[config.mk]
export PLATFORM = sky130hd
export DESIGN_NAME = contador_modos
export DESIGN_NICKNAME = d
export VERILOG_FILES = /design/src/rtl/contador_modos.sv
export SDC_FILE = /design/constraint.sdc
export NUM_CORES = 1
export LEC_CHECK = 0
export ABC_AREA = 1
export CAP_MARGIN = 25
export CORE_AREA = 2 2 39 41
export DETAILED_ROUTE_END_ITERATION = 12
export DIE_AREA = 0 0 41 43
export MAX_ROUTING_LAYER = met4
export PLACE_DENSITY = 0.59
export RECOVER_POWER = 100
export SKIP_LAST_GASP = 1
export SLEW_MARGIN = 10
export SYNTH_ARGS = -nofsm -noshare
export SYNTH_HDL_FRONTEND = slang
export SYNTH_SLANG_ARGS = --single-unit
[constraint.sdc]
create_clock -name clk -period 1.7 [get_ports clk]
set_input_delay 0.34 -clock clk [delete_from_list [all_inputs] [get_ports clk]]
set_output_delay 0.34 -clock clk [all_outputs]
set_load 0.1 [all_outputs]
[src/rtl/contador_modos.sv]
// -----------------------------------------------------------------------------
// contador_modos
//
// Multi-mode synchronous counter. Every rising clock edge it either clears,
// holds, counts up by 1, counts down by 1, counts up by 3, or loads a parallel
// value. RCO is a registered one-cycle pulse that is high in the same cycle
// that Q shows a wrapped value. Feeding RCO into the enb of a following stage
// cascades counters (one cycle of lag per stage).
//
// Parameters:
//   WIDTH  counter width in bits (Q and D), minimum 2
//
// Ports:
//   clk    in   1      rising-edge clock
//   reset  in   1      synchronous, active-high clear (Q=0, RCO=0)
//   enb    in   1      count enable; 0 holds Q and drives RCO low
//   modo   in   2      00 up+1, 01 down-1, 10 up+3, 11 load D
//   D      in   WIDTH  parallel load value, used only when modo=11
//   Q      out  WIDTH  registered count
//   RCO    out  1      registered wrap pulse
//
// Per-edge priority: reset > enb=0 > modo.
// -----------------------------------------------------------------------------
module contador_modos #(
    parameter int WIDTH = 4
) (
    input  logic             clk,
    input  logic             reset,
    input  logic             enb,
    input  logic [1:0]       modo,
    input  logic [WIDTH-1:0] D,
    output logic [WIDTH-1:0] Q,
    output logic             RCO
);

    localparam logic [1:0] MODO_UP1  = 2'b00;
    localparam logic [1:0] MODO_DN1  = 2'b01;
    localparam logic [1:0] MODO_UP3  = 2'b10;
    localparam logic [1:0] MODO_LOAD = 2'b11;

    localparam logic [WIDTH:0] STEP3 = (WIDTH + 1)'(3);

    logic [WIDTH-1:0] q_next;
    logic             rco_next;
    logic [WIDTH:0]   sum3;

    // Up-by-3 computed one bit wider; the extra bit is the wrap indicator.
    assign sum3 = {1'b0, Q} + STEP3;

    // Next-state for the enabled, out-of-reset case. Reset and enb are handled
    // in the register block so X on modo/D cannot reach Q while they are
    // inactive.
    always_comb begin
        q_next   = Q;
        rco_next = 1'b0;
        unique case (modo)
            MODO_UP1: begin
                q_next   = Q + 1'b1;
                rco_next = &Q;           // old Q all-ones wraps to 0
            end
            MODO_DN1: begin
                q_next   = Q - 1'b1;
                rco_next = ~|Q;          // old Q zero wraps to all-ones
            end
            MODO_UP3: begin
                q_next   = sum3[WIDTH-1:0];
                rco_next = sum3[WIDTH];
            end
            MODO_LOAD: begin
                q_next   = D;
                rco_next = 1'b0;         // a load is never a wrap
            end
            default: begin
                q_next   = Q;
                rco_next = 1'b0;
            end
        endcase
    end

    always_ff @(posedge clk) begin
        if (reset) begin
            Q   <= '0;
            RCO <= 1'b0;                 // a wrap pending on this edge is dropped
        end else if (!enb) begin
            RCO <= 1'b0;
        end else begin
            Q   <= q_next;
            RCO <= rco_next;
        end
    end

endmodule

Yosys cells after proc, flatten, opt, wreduce, memory -nomap -nowiden
Cells that the tools add are included.
{"block": "totals", "out_inout_bits": 5, "wordCells": 16, "ff_bits": 5, "in_bits": 9}
{"block": "classes", "n_eq_ne": 3, "n_addsub": 3, "n_bitwise": 1, "muxes": 2, "reduce_logical": 5}
{"op": "$pmux 4 s4", "count": 1}
{"op": "$add 4x2->5 const B", "count": 1}
{"op": "$add 4x1->4 const B", "count": 1}
{"op": "$eq 2x2->1 const B", "count": 2}
{"op": "$pmux 1 s4", "count": 1}
{"op": "$reduce_and 4->1", "count": 1}
{"op": "$reduce_or 4->1", "count": 1}
{"op": "$sub 4x1->4 const B", "count": 1}
{"op": "$eq 2x1->1 const B", "count": 1}
{"op": "$logic_not 2->1", "count": 1}
{"op": "$reduce_or 2->1", "count": 1}
{"op": "$logic_not 1->1", "count": 1}
{"op": "$not 1->1", "count": 1}

Logic depth before layout (Yosys ltp)
Gate-level depths: netlist of the first run.
{"block": "logic_depth", "ltp_word": 3, "depth_mapped": 11, "depth_no_buf": 11}

Worst setup path after synthesis of the first run
No wires, ideal clock.
{"block": "synth_path", "path_kind": "register to register", "start": "register Q[1]", "end": "register Q[1]", "arrival_time_ps": 1948, "required_time_ps": 1576, "setup_time_ps": 124, "period_less_slack_ps": 2072, "path_slack_ps": -372, "n_path_buf": 0, "stages_incl_launch_ff": 7, "path_cell_list": "dfxtp_1 -> nand3_1 -> nand2_2 -> inv_1 -> ha_1 -> a21oi_1 -> a31oi_1"}
{"block": "synth_via", "elab_chain_len": 2, "elab_cells_between_ends": 4, "cone_classes": "add/sub (3); mux (1)"}
{"element": "from (decl)", "line": "32", "rtl": "output logic [WIDTH-1:0] Q,"}
{"element": "from (signal assigned)", "line": "87", "rtl": "Q <= q_next;"}
{"element": "$add 4x2->5, or another cell as far along", "line": "48", "rtl": "assign sum3 = {1'b0, Q} + STEP3;"}
{"element": "$pmux 4 s4 *", "line": "56", "rtl": "unique case (modo)"}
Mark *: on every way between the ends. The rest lies on a longest branch, timed or not.
A chain may end at the register's enable or synchronous reset.

Final worst setup path of the first run
{"block": "layout_path", "start": "input modo[0]", "end": "register Q[3]"}
{"block": "layout_via", "elab_chain_len": 2, "elab_cells_between_ends": 5, "cone_classes": "eq/ne (3); mux (1); reduce/logical (1)"}
{"element": "from (decl)", "line": "30", "rtl": "input logic [1:0] modo,"}
{"element": "$eq 2x2->1, or another cell as far along", "line": "56"}
{"element": "$pmux 4 s4 *", "line": "56"}
Marked as above.

==> flow_metrics.tcl, run 1 <==
set metrics [dict create \
    vias_per_cell 4.932 \
    max_freq_mhz 638.4 \
    diodes 0 \
    cts_inserted_buffers 3 \
    place_area_um2 739.5 \
    nets 116 \
    r2r-start "Q[0]" \
    max_slew.worst_pin.slew_ns 0.5404 \
    power_density_nw_per_um2 687.8 \
    skew_ns 0.0001197 \
    synth_top_area_cell "dfxtp_1" \
    design_area_um2 729.5 \
    met1_length_um 581 \
    cts_setup_buffers 0 \
    track_usage_pct 18.09 \
    cts_resized 0 \
    r2r-end "RCO" \
    hold_depth 2 \
    drt_iter0_drc 11 \
    mappedNetlistArea_um2 467.9 \
    antenna_found_initial 0 \
    relSlewSlack_pct 64.13 \
    hold_class "flip-flop to flip-flop" \
    place.gp.congestion 0.8638 \
    globalRouteOverflowTotal 0 \
    ys_warn_count 0 \
    rsz0062_at_grt "no" \
    pre_cts_slack_ns -0.08450 \
    hold_buffers 0 \
    syn2layout_area_growth_pct 55.88 \
    drive_above_1_share_pct 24.51 \
    critPathArrivalTime_ns 1.69 \
    drv_cap 0 \
    synth_area_leaders "dfxtp_1 (21%), nand2_1 (14%), ha_1 (11%)" \
    cts_htree_levels 1 \
    finalCritPeriodShare_pct 92.14 \
    synth-seq-cells 5 \
    ys_seq_area_share_pct 21.39 \
    start_util_pct 33.82 \
    synthesis.nets 89 \
    dp.cells 114 \
    clkTransAtPathRegs_ns 0.04 \
    power_uw 501.7 \
    timing.final.ws_setup_ns 0.1336 \
    report.final.hold_viol_count 0 \
    slew_violations 0 \
    avgRoutedWirePerCell_um 10.53 \
    num_vias 582 \
    period_needed_ns 1.566 \
    synth_top_area_share_pct 21.39 \
    setup.worst_path.start_class "input port" \
    grt_pass1_wl_mm 2.194 \
    worstSetupPathType "input port to flip-flop" \
    ir_drop_v 0.0003159 \
    drtAntennaViolNets 0 \
    highest_layer "met3" \
    final_cell_count_no_fill 118 \
    regToRegSetupSlack_ns 0.15 \
    cts_tree "yes" \
    whs_endpoint "RCO" \
    ios 14 \
    mostFrequentLayoutCell "nand2_1" \
    rows 14 \
    synthDistinctLibCells 19 \
    crit_path_end_kind "flip-flop" \
    die-area_um2 1763 \
    drt-total-wl_mm 1.242 \
    grt_pass1_vias 535 \
    p_leak_uw 0.0003642 \
    route.met2.wl_um 626 \
    status "complete, no violations" \
    clkSinkCount 5 \
    drc 0 \
    layout_common_cells "nand2_1 (19), inv_1 (12), buf_4 (9), clkdlybuf4s50_1 (8)" \
    worstPathRequired_ns 1.82 \
    numPortBuffers 13 \
    dp_hpwl_um 999.2 \
    dr.pass1.iters 4 \
    rr_worst_depth 5 \
    netlist_instances 76 \
    die_h_um 43 \
    dr_wl_met3_um 34 \
    root_buffer "clkbuf_4" \
    avgSynthCellArea_um2 6.157 \
    hp-start "Q[3]" \
    cts_max_path_buffers 2 \
    grt_max_degree 9 \
    path_max_fanout 3 \
    die_w_um 41 \
    setup-violations-final 0 \
    clock_latency_ns 0.24 \
    core_area_um2 1384 \
]
==> power by group <==
part	switching (µW)	leakage, µW	total, µW	internal (µW)
Sequential	19.6	0.0000413	146	126
Clock	47.1	0.0000150	136	88.6
Combinational	133	0.000308	220	87.2
Total	199	0.000364	502	302
==> worst max-delay path by stage <==
stage	start	to	slack (ns)	cells past startpoint
after floorplan	Q[1]	Q[1]	0.03	6
after global placement	modo[1]	Q[1]	-0.07	9
after detailed placement	modo[1]	Q[1]	-0.08	9
after CTS	modo[1]	Q[1]	0.16	9
after global routing	modo[0]	Q[3]	0.03	11
final	modo[0]	Q[3]	0.13	11
==> layer usage <==
| metal | up-vias | global-route usage (%) |
|---|---|---|
| met4 | 0 | 4.000 |
| met3 | 0 | 4.712 |
| met2 | 12 | 28.44 |
| met1 | 268 | 22.44 |
| li1 | 302 | - |
| met5 | - | - |
==> final cells by class <==
type / count / area [µm²]
fill: 136 / 654.4
multi-input combinational: 56 / 309.0
timing repair buffer: 22 / 217.7
sequential: 5 / 100.1
inverter: 15 / 56.30
clock buffer: 4 / 26.28
tap: 16 / 20.02
==> kinds of logic (layout without fill, tap and decap cells) <==
family                     Yosys count  count (layout)  share of synthesized area (%)
AOI/OAI and AO/OA                   17              17                          21.39
xor gates and xnor gates             1               1                          1.872
adders and majority gates            4               4                          10.70
buffers and inverters               15              41                          12.03
DFF                                  5               5                          21.39
and+or+nand+nor                     34              34                          32.62
==> cells in the mapped netlist <==
library cell  count
a21oi_1           3
nand4_1           2
o21a_1            1
ha_1              4
a31oi_1           1
o211ai_1          2
nand2_2           3
nand2_1          18
o21ai_0           6
xor2_1            1
nor2_1            3
nor2_2            2
nand3_1           6
inv_2             3
a211oi_1          1
dfxtp_1           5
a21oi_2           1
inv_1            12
o21ai_1           2
==> metrics by stage <==
stage | hold WS, ns | util, % | setup TNS, ns
floorplan | 0.4128 | - | 0
global placement | 0.5784 | 53.44 | -0.1246
detailed placement | 0.5753 | 53.44 | -0.1781
CTS | 0.5880 | 55.33 | 0
global route | 0.6120 | 52.71 | 0
finish | 0.5982 | 52.71 | 0
==> sequential cells by signal, summed over array words and instances (netlist names) <==
register / flops
Q: 4
RCO: 1
==> critical path, cell delays in order <==
cell and delay, ns:
clkdlybuf4s50_1 0.51, buf_4 0.14, inv_2 0.04, nor2_2 0.11, nand2_1 0.07, nand2_1 0.12, inv_2 0.05, nand2_1 0.06
nand3_1 0.06, nand3_1 0.13, a21oi_2 0.06
(Power assumes the default switching activity.)
==> run 2, diff against run 1 <==
--- a/config.mk
+++ b/config.mk
@@ -6,8 +6,9 @@
 export NUM_CORES = 1
 export LEC_CHECK = 0
 export ABC_AREA = 1
-export CAP_MARGIN = 25
+export CAP_MARGIN = 20
 export CORE_AREA = 2 2 39 41
+export CTS_CLUSTER_SIZE = 16
 export DETAILED_ROUTE_END_ITERATION = 12
 export DIE_AREA = 0 0 41 43
 export MAX_ROUTING_LAYER = met4
==> results of run 2 <==
The final DEF is identical to that of run 1; final timing and power are the same.
